**src/rtl/float8_mul_arbiter.sv**
```systemverilog
// Round-robin arbiter sharing one combinational Float8Mult among N_REQ requesters.
// Two registered stages: issue (drives the multiplier) and response (held until acked).
module float8_mul_arbiter #(
    parameter int unsigned N_REQ      = 4,
    parameter bit          SAT_ON_OVF = 1'b1,
    parameter int unsigned CNT_W      = 16
) (
    input  logic                 iClk,
    input  logic                 iRst_n,
    input  logic [N_REQ-1:0]     iReqValid,
    input  logic [8*N_REQ-1:0]   iReqA,
    input  logic [8*N_REQ-1:0]   iReqB,
    output logic [N_REQ-1:0]     oReqReady,
    output logic [7:0]           oMulA,
    output logic [7:0]           oMulB,
    input  logic [7:0]           iMulProd,
    input  logic                 iMulOvf,
    output logic [N_REQ-1:0]     oRespValid,
    input  logic [N_REQ-1:0]     iRespReady,
    output logic [7:0]           oRespData,
    output logic                 oRespOvf,
    output logic [CNT_W-1:0]     oOvfCount
);

    localparam int unsigned ID_W  = (N_REQ > 1) ? $clog2(N_REQ) : 1;
    localparam int unsigned SUM_W = ID_W + 1;

    // Stage-1 (issue) state
    logic              s1_valid;
    logic [7:0]        s1_a;
    logic [7:0]        s1_b;
    logic [ID_W-1:0]   s1_id;

    // Stage-2 (response) state; data/ovf live directly in the output registers
    logic              s2_valid;
    logic [ID_W-1:0]   s2_id;

    logic [ID_W-1:0]   rr_ptr;

    // Handshake / arbitration signals
    logic              s2_fire;
    logic              s2_free;
    logic              s1_adv;
    logic              s1_accept;
    logic              grant_found;
    logic [ID_W-1:0]   grant_id;
    logic              grant;
    logic [ID_W-1:0]   rr_next;
    logic [SUM_W-1:0]  scan_sum;
    logic [ID_W-1:0]   scan_idx;

    // Cleaned-up multiplier result
    logic              mul_zero;
    logic              mul_ovf;
    logic [7:0]        mul_data;

    logic [7:0]        req_a [N_REQ];
    logic [7:0]        req_b [N_REQ];

    // Unpack the flat operand buses into per-requester bytes
    always_comb begin
        for (int unsigned k = 0; k < N_REQ; k++) begin
            req_a[k] = iReqA[8*k +: 8];
            req_b[k] = iReqB[8*k +: 8];
        end
    end

    assign s2_fire   = s2_valid & iRespReady[s2_id];
    assign s2_free   = ~s2_valid | s2_fire;
    assign s1_adv    = s1_valid & s2_free;
    assign s1_accept = ~s1_valid | s1_adv;

    // Round-robin search starting at rr_ptr, wrapping modulo N_REQ
    always_comb begin
        grant_found = 1'b0;
        grant_id    = '0;
        scan_sum    = '0;
        scan_idx    = '0;
        for (int unsigned i = 0; i < N_REQ; i++) begin
            scan_sum = SUM_W'(rr_ptr) + SUM_W'(i);
            if (scan_sum >= SUM_W'(N_REQ)) begin
                scan_sum = scan_sum - SUM_W'(N_REQ);
            end
            scan_idx = ID_W'(scan_sum);
            if (!grant_found && iReqValid[scan_idx]) begin
                grant_found = 1'b1;
                grant_id    = scan_idx;
            end
        end
    end

    assign grant   = iRst_n & s1_accept & grant_found;
    assign rr_next = (grant_id == ID_W'(N_REQ - 1)) ? '0 : grant_id + ID_W'(1);

    // One-hot ready toward the winning requester, zero when stage 1 is blocked
    always_comb begin
        oReqReady = '0;
        if (grant) begin
            oReqReady[grant_id] = 1'b1;
        end
    end

    // Zero operands make the multiplier's overflow meaningless, so mask it
    always_comb begin
        mul_zero = (s1_a[6:0] == 7'h00) | (s1_b[6:0] == 7'h00);
        mul_ovf  = iMulOvf & ~mul_zero;
        if (mul_zero) begin
            mul_data = 8'h00;
        end else if (mul_ovf && SAT_ON_OVF) begin
            mul_data = {s1_a[7] ^ s1_b[7], 7'h7F};
        end else begin
            mul_data = iMulProd;
        end
    end

    // Issue stage: capture the granted operands and advance the round-robin pointer
    always_ff @(posedge iClk) begin
        if (!iRst_n) begin
            s1_valid <= 1'b0;
            s1_a     <= '0;
            s1_b     <= '0;
            s1_id    <= '0;
            rr_ptr   <= '0;
        end else if (grant) begin
            s1_valid <= 1'b1;
            s1_a     <= req_a[grant_id];
            s1_b     <= req_b[grant_id];
            s1_id    <= grant_id;
            rr_ptr   <= rr_next;
        end else if (s1_adv) begin
            s1_valid <= 1'b0;
        end
    end

    // Response stage: sample the multiplier as stage 1 advances, hold until acked
    always_ff @(posedge iClk) begin
        if (!iRst_n) begin
            s2_valid  <= 1'b0;
            s2_id     <= '0;
            oRespData <= '0;
            oRespOvf  <= 1'b0;
        end else if (s1_adv) begin
            s2_valid  <= 1'b1;
            s2_id     <= s1_id;
            oRespData <= mul_data;
            oRespOvf  <= mul_ovf;
        end else if (s2_fire) begin
            s2_valid  <= 1'b0;
        end
    end

    // Saturating overflow event counter for debug
    always_ff @(posedge iClk) begin
        if (!iRst_n) begin
            oOvfCount <= '0;
        end else if (s1_adv && mul_ovf && (oOvfCount != '1)) begin
            oOvfCount <= oOvfCount + CNT_W'(1);
        end
    end

    // Response valid addressed back to the originating requester
    always_comb begin
        oRespValid = '0;
        if (s2_valid) begin
            oRespValid[s2_id] = 1'b1;
        end
    end

    assign oMulA = s1_a;
    assign oMulB = s1_b;

endmodule

```
**config.mk**
```make
export PLATFORM = sky130hd
export DESIGN_NAME = float8_mul_arbiter
export DESIGN_NICKNAME = d
export VERILOG_FILES = /design/src/rtl/float8_mul_arbiter.sv
export SDC_FILE = /design/constraint.sdc
export NUM_CORES = 1
export LEC_CHECK = 0
export CORE_MARGIN = 4
export CORE_UTILIZATION = 33
export CTS_CLUSTER_SIZE = 24
export DETAILED_ROUTE_END_ITERATION = 6
export PLACE_DENSITY = 0.69
export SKIP_CTS_REPAIR_TIMING = 1
export SLEW_MARGIN = 20
export SYNTH_ARGS = -nofsm -noshare
export SYNTH_HDL_FRONTEND = slang
export SYNTH_SLANG_ARGS = --single-unit
```
**constraint.sdc**
```tcl
create_clock -name iClk -period 5.74 [get_ports iClk]
set_input_delay 1.148 -clock iClk [delete_from_list [all_inputs] [get_ports iClk]]
set_output_delay 1.148 -clock iClk [all_outputs]
set_load 0.02 [all_outputs]
```
==> results of run 1 <==
==> metal layers <==
layer / routed length (um) / track usage (%)
met4: 74 / 4.00
met3: 933 / 6.60
met2: 3690 / 26.2
met1: 3190 / 19.1
met5: 0 / 0
==> worst max path at each step <==
stage                         endpoint  slack (ps)  depth (start not counted)
after detailed placement  oReqReady[2]        1140                          7
after CTS                 oReqReady[2]        1120                          7
after global placement    oReqReady[0]        1200                          7
after global routing      oReqReady[2]         940                          7
final                     oReqReady[2]        1130                          7
after floorplan           oReqReady[0]        2260                          5
==> sequential cells by signal, indices dropped and copies added, names as in the netlist <==
register and count:
rr_ptr 2, s1_valid 1, oRespData 8, s1_id 2, s2_id 2, oMulA 8
oOvfCount 16, oMulB 8, s2_valid 1, oRespOvf 1
==> critical path, stage by stage <==
cell,delay [ps]
sky130_fd_sc_hd__clkdlybuf4s50_1,460
sky130_fd_sc_hd__mux2_2,190
sky130_fd_sc_hd__o22ai_1,150
sky130_fd_sc_hd__a21oi_1,520
sky130_fd_sc_hd__nand3_1,220
sky130_fd_sc_hd__nor2_1,160
sky130_fd_sc_hd__clkdlybuf4s50_1,620
==> kinds of logic after synthesis <==
family / count (synthesis)
flip-flops: 49
XOR/XNOR: 1
AO/OA/AOI/OAI: 84
AND/OR/NAND/NOR: 106
buffers and inverters: 24
adder cells (fa/ha/maj): 2
multiplexers: 34
==> power groups by stage <==
stage / Combinational [uW] / Clock (uW) / Sequential, uW
2_1_floorplan: 254 / 0 / 507
3_3_place_gp: 527 / 0 / 454
3_5_place_dp: 527 / 0 / 456
4_1_cts: 530 / 230 / 449
5_1_grt: 566 / 245 / 458
6_report: 525 / 226 / 449
==> cells in the final DEF (no fill, tap or decap), types with 2 or more instances in the layout <==
cell and instances:
sky130_fd_sc_hd__inv_1 6, sky130_fd_sc_hd__ha_1 2, sky130_fd_sc_hd__nand2_1 28, sky130_fd_sc_hd__nor4_1 3, sky130_fd_sc_hd__clkdlybuf4s50_1 131, sky130_fd_sc_hd__buf_4 2, sky130_fd_sc_hd__o21ai_0 8, sky130_fd_sc_hd__mux2_2 2
sky130_fd_sc_hd__nand2b_1 6, sky130_fd_sc_hd__dfxtp_1 49, sky130_fd_sc_hd__o31ai_1 10, sky130_fd_sc_hd__and2_1 3, sky130_fd_sc_hd__o211ai_1 7, sky130_fd_sc_hd__nor2_1 11, sky130_fd_sc_hd__nand3_1 24, sky130_fd_sc_hd__o21bai_1 2
sky130_fd_sc_hd__or3_1 6, sky130_fd_sc_hd__nand4_1 3, sky130_fd_sc_hd__o2111ai_1 4, sky130_fd_sc_hd__nand2_2 3, sky130_fd_sc_hd__and3_1 3, sky130_fd_sc_hd__and4_1 2, sky130_fd_sc_hd__o221ai_1 17, sky130_fd_sc_hd__a21oi_1 31
sky130_fd_sc_hd__clkbuf_8 7, sky130_fd_sc_hd__or4_1 10, sky130_fd_sc_hd__mux2i_1 32
==> cell type report <==
class	instances	area share [%]
Multi-Input combinational cell	227	37.4
Timing Repair Buffer	133	32.5
Sequential cell	49	24.0
Tap cell	102	3.12
Clock buffer	7	2.36
Inverter	6	0.551
Clock inverter	1	0.122
==> per-stage QoR <==
stage / area, um2 / instances / hold WS, ps
2_1_floorplan: 2620 / 300 / 432
3_3_place_gp: 3980 / 517 / 441
3_5_place_dp: 3980 / 517 / 446
4_1_cts: 4080 / 525 / 458
5_1_grt: 4090 / 525 / 478
6_report: 4090 / 525 / 455
==> metrics.json, run 1 <==
{
  "synth_warn": 0,
  "post-place-ws_ps": 1140,
  "worst-r2r-cell-count": 5,
  "ctsLongestPathBuffers": 2,
  "hold_path_class": "flop to flop",
  "synth_compound_gate_area_share_pct": 21.9,
  "report.final.hold_viol_count": 0,
  "insertedDiodeCount": 0,
  "rows": 32,
  "setup_tns_ps": 0,
  "area.sequential_um2": 981,
  "report.final.setup_viol": 0,
  "yosys.cell_types.count": 36,
  "p_per_area_nw_per_um2": 294,
  "drt_iter0_markers": 103,
  "gr-usage-all-layers_pct": 15.9,
  "cts_max_level": 2,
  "start_kind": "input port",
  "asyncSetResetFlopFracSynth_pct": 0,
  "core_area_um2": 7730,
  "ff_to_ff_end": "oOvfCount[5]",
  "min_to": "s2_id[1]",
  "synth_top_flop_cell": "sky130_fd_sc_hd__dfxtp_1",
  "floorplan.die.width_um": 97.1,
  "cell_with_the_most_instances_after_synthesis": "sky130_fd_sc_hd__dfxtp_1",
  "timing.final.crit_share_pct": 80.4,
  "synth-seq-cells": 49,
  "peak_supply_drop_v": 0.000146,
  "final.setup_skew_ps": 6.77,
  "layout_min_cycle_time_ps": 4610,
  "cp-startpoint": "iRespReady[2]",
  "detail_route.vias_per_cell": 5.30,
  "num_io_pins": 132,
  "post_route_cells_drive_above_1_share_pct": 4.49,
  "antenna_viol_nets_final": 0,
  "grt-ovfl-total": 0,
  "antenna_found_initial": 0,
  "portBuffers": 131,
  "die_height_um": 97.1,
  "post-layout-total-power_uw": 1200,
  "syn_area_um2": 2620,
  "leakage_uw": 0.00145,
  "clock_power_share_pct": 18.8,
  "switching_power_uw": 431,
  "hpwl_um": 6090,
  "synthCells": 300,
  "crit_arrival_ps": 3470,
  "internal-power_uw": 769,
  "endpoint_kind": "output pin",
  "dieArea_um2": 9420,
  "power_switching_share_pct": 35.9,
  "fill_cells": 708,
  "grt_pass1_wl_um": 12400,
  "rsz0062_at_grt": "false",
  "max_clock_freq_mhz": 217,
  "synth_xor_area_share_pct": 0.335,
  "clk_root_buffer_cell": "sky130_fd_sc_hd__clkbuf_8",
  "post_synth_fa_ha_maj_area_fraction_pct": 0.956,
  "worstMarginPinSlew_ps": 963,
  "synth.area.mux_share_pct": 13.1,
  "synthTopCellsByArea": "sky130_fd_sc_hd__dfxtp_1 (37%), sky130_fd_sc_hd__mux2i_1 (12%), sky130_fd_sc_hd__a21oi_1 (5.9%)",
  "cp.required_ps": 4590,
  "critical_path_peak_fanout": 7,
  "run_status": "finished, final reports clean",
  "yosys.area.top_type_share_pct": 37.5,
  "start_util_pct": 33.9,
  "tritoncts_num_sinks": 49,
  "slew-limit-headroom_pct": 35.8,
  "cts_tree": "built",
  "synth-simple-area-share_pct": 21.8,
  "r2r_setup_slack_ps": 3480,
  "avgRoutedWirePerCell_um": 15.0,
  "setup.worst_path.class": "input port to output pin",
  "cts_buffers": 5,
  "holdCritStartpoint": "s1_id[1]",
  "grt_start_max_net_pins": 34,
  "synth_enable_flop_cells": 0,
  "cap_viol_max_count": 0,
  "yosysSeqAreaShare_pct": 37.5,
  "source_of_the_worst_register_to_register_timing_path": "s2_id[0]",
  "clk_transition_reported_paths_ps": 90,
  "synth_top_family_by_area": "compound AO/OA/AOI/OAI gates",
  "post_synth_most_frequent_cells": "sky130_fd_sc_hd__dfxtp_1 (49), sky130_fd_sc_hd__mux2i_1 (32), sky130_fd_sc_hd__a21oi_1 (31)",
  "post_synthesis_cell_type_with_the_largest_combined_area": "sky130_fd_sc_hd__dfxtp_1",
  "drc_errors": 0,
  "timing_max_transition_violations_final": 0,
  "detailroute.via_count": 2784,
  "detailedRoute.firstPassIterationCount": 4,
  "flow.area_growth_from_synthesis_pct": 56.1,
  "power_frac_seq_pct": 37.4,
  "post_synth.cell_area_avg_um2": 8.73,
  "global_placer_s_final_weighted_congestion": 0.805,
  "comb_power_share_pct": 43.8,
  "setup_ws_ps": 1130,
  "multiInputGateArea_um2": 1530,
  "detail_route.wirelength_um": 7890,
  "synth.net_count": 385,
  "nets": 507,
  "utilization_pct": 52.9,
  "hold-path-cell-count": 2,
  "grt_pass1_vias": 2612,
  "worst_skew_pair.late_latency_ps": 300
}
Power figures use the tool's default switching activity.
==> inputs of run 2 (changes only) <==
PLACE_DENSITY = 0.72   (was 0.69)
clock period = 4.1 ns   (was 5.74 ns; I/O delays follow)
==> metrics.json, run 2 (synthesis gave the netlist of run 1 again) <==
{
  "run_status": "finished, final reports clean",
  "timing_max_transition_violations_final": 0,
  "detail_route.vias_per_cell": 5.33,
  "setup_tns_ps": 0,
  "cts_tree": "built",
  "antenna_viol_nets_final": 0,
  "layout_min_cycle_time_ps": 3840,
  "post_route_cells_drive_above_1_share_pct": 4.72,
  "timing.final.crit_share_pct": 93.6,
  "crit_path_frequent_cell": "sky130_fd_sc_hd__clkdlybuf4s50_1",
  "global_placer_s_final_weighted_congestion": 0.768,
  "flow.area_growth_from_synthesis_pct": 57.6,
  "ctsLongestPathBuffers": 2,
  "layout_common_cells": "sky130_fd_sc_hd__clkdlybuf4s50_1 (131), sky130_fd_sc_hd__dfxtp_1 (49), sky130_fd_sc_hd__mux2i_1 (32)",
  "crit_arrival_ps": 3020,
  "multiInputGateArea_um2": 1530,
  "cp.required_ps": 3280,
  "nets": 508,
  "largest_reg_flops": 16,
  "area.sequential_um2": 981,
  "detailroute.via_count": 2805,
  "cap_viol_max_count": 0,
  "worstMarginPinSlew_ps": 950,
  "drc_errors": 0,
  "worst_skew_pair.late_latency_ps": 300,
  "cpLargestDelayFamily": "buffers and inverters",
  "clk_root_buffer_cell": "sky130_fd_sc_hd__clkbuf_8",
  "insertedDiodeCount": 0,
  "num_io_pins": 132,
  "timing.critical_path.slowest_stage_cell": "sky130_fd_sc_hd__clkdlybuf4s50_1",
  "gr-usage-all-layers_pct": 16.1,
  "report.final.hold_viol_count": 0,
  "detailedRoute.firstPassIterationCount": 4,
  "leakage_uw": 0.00147,
  "holdCritStartpoint": "s1_id[0]",
  "critical_path_depth": 8,
  "p_per_area_nw_per_um2": 430,
  "rows": 32,
  "cp-startpoint": "iReqValid[1]",
  "endpoint_kind": "output pin",
  "setup.worst_path.class": "input port to output pin",
  "dieArea_um2": 9420,
  "max_clock_freq_mhz": 260,
  "worstPathBufferInverterCount": 3,
  "peak_supply_drop_v": 0.000202,
  "hpwl_um": 6250,
  "hold-path-cell-count": 2,
  "floorplan.die.width_um": 97.1,
  "worst-r2r-cell-count": 5,
  "final.setup_skew_ps": 8.28,
  "largest-register": "oOvfCount",
  "worst_path_cell_chain": "clkdlybuf4s50_1 > a21oi_1 > nor3b_1 > or3_1 > inv_1 > ha_1 > and2_1 > clkdlybuf4s50_1",
  "critical_path_peak_fanout": 6,
  "tritoncts_num_sinks": 49,
  "rsz0062_at_grt": "false",
  "slew-limit-headroom_pct": 36.6,
  "start_kind": "input port",
  "source_of_the_worst_register_to_register_timing_path": "s2_id[0]",
  "grt_pass1_vias": 2759,
  "core_area_um2": 7730,
  "report.final.setup_viol": 0,
  "cts_max_level": 2,
  "avgRoutedWirePerCell_um": 15.3,
  "start_util_pct": 33.9,
  "drt_iter0_markers": 91,
  "antenna_found_initial": 0,
  "clk_transition_reported_paths_ps": 90,
  "layout_commonest_cell": "sky130_fd_sc_hd__clkdlybuf4s50_1",
  "cts_buffers": 5,
  "hold_path_class": "flop to flop",
  "grt_start_max_net_pins": 34,
  "hold-worst-slack_ps": 458,
  "grt_pass1_wl_um": 12700,
  "critPathMaxStageDelay_ps": 600,
  "fill_cells": 698,
  "detail_route.wirelength_um": 8070,
  "portBuffers": 131,
  "die_height_um": 97.1,
  "grt-ovfl-total": 0
}
## run 2: cell count changes in the layout (fill, tap and decap cells not counted), sizes merged
| cell | previous run | this run |
|---|---|---|
| buf | 2 | 3 |
| bufinv | 0 | 2 |
| clkbuf | 7 | 5 |
## run 2: path summary, 6_finish.rpt
kind / end / slack [ps]
worst max-delay path: oReqReady[3] / 260
worst min-delay path: s2_id[0] / 460
worst max register to register: oOvfCount[5] / 1930
worst min register to register: s2_id[0] / 460
## run 2: stage by stage
step	instance area (um2)	instances	setup slack [ps]	total power (uW)	util [%]
6_report	4130	526	260	1770	53.4
5_1_grt	4130	526	109	1870	53.4
4_1_cts	4120	526	256	1790	53.3
3_5_place_dp	3990	518	256	1380	51.6
3_3_place_gp	3990	518	357	1370	51.6
2_1_floorplan	2620	300	1270	1070	-
## run 2: per-layer routing
| layer | GRT usage [%] | wire length (um) | vias up |
|---|---|---|---|
| met5 | 0 | 0 | - |
| met2 | 27.9 | 3950 | 113 |
| met3 | 7.04 | 726 | 11 |
| met1 | 18.0 | 3280 | 1286 |
| met4 | 4.54 | 111 | 0 |
| li1 | - | - | 1395 |
## run 2: final cells by class
cell class,instances,share of cell area (%)
clock inverter,3,1.58
multi-input combinational,227,37.0
tap,102,3.09
inverter,6,0.546
sequential,49,23.8
timing repair buffer,134,32.3
clock buffer,5,1.67
## run 2: power breakdown
part	internal [uW]	switching [uW]	total, uW
sequential	562	67.7	629
combinational	363	376	739
clock	242	163	405
## run 2: worst register-to-register path, delay by kind of cell (launching register included)
kind            cells  cell delay (ps)
simple gates        2              990
flops               1              440
compound gates      2              440
mux                 1              230
==> inputs of run 3 (changes only) <==
CORE_ASPECT_RATIO = 1.2   (was not set)
==> metrics.json, run 3 (synthesis gave the netlist of run 1 again) <==
{
  "grt_start_max_net_pins": 34,
  "endpoint_kind": "output pin",
  "setup.worst_path.class": "input port to output pin",
  "post-place-ws_ps": 292,
  "detailroute.via_count": 2778,
  "min_to": "s2_id[0]",
  "die_height_um": 106,
  "p_per_area_nw_per_um2": 414,
  "hold-path-cell-count": 2,
  "leakage_uw": 0.00146,
  "clk_transition_reported_paths_ps": 90,
  "setup_ws_ps": 292,
  "source_of_the_worst_register_to_register_timing_path": "oOvfCount[7]",
  "report.final.setup_viol": 0,
  "run_status": "finished, final reports clean",
  "detail_route.wirelength_um": 7960,
  "timing.final.crit_share_pct": 92.9,
  "antenna_found_initial": 0,
  "start_util_pct": 34.0,
  "antenna_viol_nets_final": 0,
  "portBuffers": 131,
  "largest-register": "oOvfCount",
  "post_route_cells_drive_above_1_share_pct": 4.48,
  "grt_pass1_vias": 2683,
  "timing_max_transition_violations_final": 0,
  "critical_path_peak_fanout": 6,
  "peak_supply_drop_v": 0.000207,
  "fill_cells": 735,
  "grt_pass1_wl_um": 12500,
  "avgRoutedWirePerCell_um": 15.4,
  "floorplan.die.width_um": 89.3,
  "cts_tree": "built",
  "clk_root_buffer_cell": "sky130_fd_sc_hd__clkbuf_8",
  "cap_viol_max_count": 0,
  "layout_commonest_cell": "sky130_fd_sc_hd__clkdlybuf4s50_1",
  "global_placer_s_final_weighted_congestion": 0.814,
  "ctsLongestPathBuffers": 2,
  "detail_route.vias_per_cell": 5.38,
  "crit_path_frequent_cell": "sky130_fd_sc_hd__clkdlybuf4s50_1",
  "detailedRoute.firstPassIterationCount": 4,
  "core_area_um2": 7710,
  "holdCritStartpoint": "s1_id[0]",
  "insertedDiodeCount": 0,
  "nets": 508,
  "num_io_pins": 132,
  "tritoncts_num_sinks": 49,
  "cpLargestDelayFamily": "buffers and inverters",
  "final.setup_skew_ps": 6.45,
  "rsz0062_at_grt": "false",
  "drt_iter0_markers": 73,
  "hpwl_um": 6210,
  "rows": 35,
  "worstPathBufferInverterCount": 3,
  "cp.required_ps": 3280,
  "layout_common_cells": "sky130_fd_sc_hd__clkdlybuf4s50_1 (131), sky130_fd_sc_hd__dfxtp_1 (49), sky130_fd_sc_hd__mux2i_1 (32)",
  "ff_to_ff_end": "oOvfCount[7]",
  "gr-usage-all-layers_pct": 16.5,
  "cp-startpoint": "iReqValid[1]",
  "cts_buffers": 5,
  "cts_max_level": 2,
  "report.final.hold_viol_count": 0,
  "hold_path_class": "flop to flop",
  "drc_errors": 0,
  "layout_min_cycle_time_ps": 3810,
  "worst_skew_pair.late_latency_ps": 300,
  "slew-limit-headroom_pct": 29.4,
  "max_clock_freq_mhz": 263,
  "grt-ovfl-total": 0,
  "crit_arrival_ps": 2990,
  "critPathMaxStageDelay_ps": 600,
  "flow.area_growth_from_synthesis_pct": 55.7,
  "worstMarginPinSlew_ps": 1050,
  "r2r_setup_slack_ps": 1870,
  "worst-r2r-cell-count": 5,
  "start_kind": "input port",
  "timing.critical_path.slowest_stage_cell": "sky130_fd_sc_hd__clkdlybuf4s50_1",
  "critical_path_depth": 8,
  "worst_path_cell_chain": "clkdlybuf4s50_1 > a21oi_1 > nor3b_1 > or3_1 > inv_1 > ha_1 > and2_1 > clkdlybuf4s50_1",
  "dieArea_um2": 9430,
  "largest_reg_flops": 16,
  "setup_tns_ps": 0
}
## run 3: cell types whose count changed in the layout (fill, tap and decap cells not counted), sizes merged
| cell | delta |
|---|---|
| bufinv | -2 |
| clkbuf | +2 |
## run 3: power breakdown
group | leakage [uW] | internal (uW) | switching (uW)
combinational | 0.000999 | 363 | 375
clock | 0.0000542 | 153 | 167
sequential | 0.000403 | 562 | 67.7
total | 0.00146 | 1080 | 610
## run 3: cell type report
cell class	instances	area [um2]	share of cell area, %
clock buffer	7	96.3	2.36
clock inverter	1	5.00	0.123
inverter	6	22.5	0.552
multi-input combinational	227	1520	37.4
sequential	49	981	24.1
tap	92	115	2.82
timing repair buffer	134	1330	32.7
## run 3: worst max-delay path by stage
stage / to
floorplan: oReqReady[0]
global placement: oReqReady[3]
detailed placement: oReqReady[3]
CTS: oReqReady[3]
global route: oReqReady[3]
finish: oReqReady[3]
## run 3: metal layers
layer  global-route usage, %  up-vias  part of all wire [%]  wire length (um)
met4                    4.89        0                   1.9               150
met5                       0        -                     0                 0
met1                    19.0     1253                    39              3130
met2                    27.7      116                    49              3880
met3                    6.49       13                   9.9               791
li1                        -     1396                     -                 -
## run 3: through the flow
step / hold slack, ps / cell area, um2 / utilization, % / power (uW) / cells
floorplan: 432 / 2620 / - / 1070 / 300
global placement: 440 / 3980 / 51.6 / 1370 / 508
detailed placement: 447 / 3980 / 51.6 / 1380 / 508
CTS: 451 / 4080 / 52.9 / 1700 / 516
global route: 484 / 4080 / 52.9 / 1780 / 516
finish: 458 / 4080 / 52.9 / 1690 / 516
## run 3: worst register-to-register path, cell delays in order (launching register included)
cell	delay (ps)
sky130_fd_sc_hd__dfxtp_1	440
sky130_fd_sc_hd__and4_1	310
sky130_fd_sc_hd__nand3_1	150
sky130_fd_sc_hd__o31ai_1	900
sky130_fd_sc_hd__or4_1	220
sky130_fd_sc_hd__a21oi_1	60
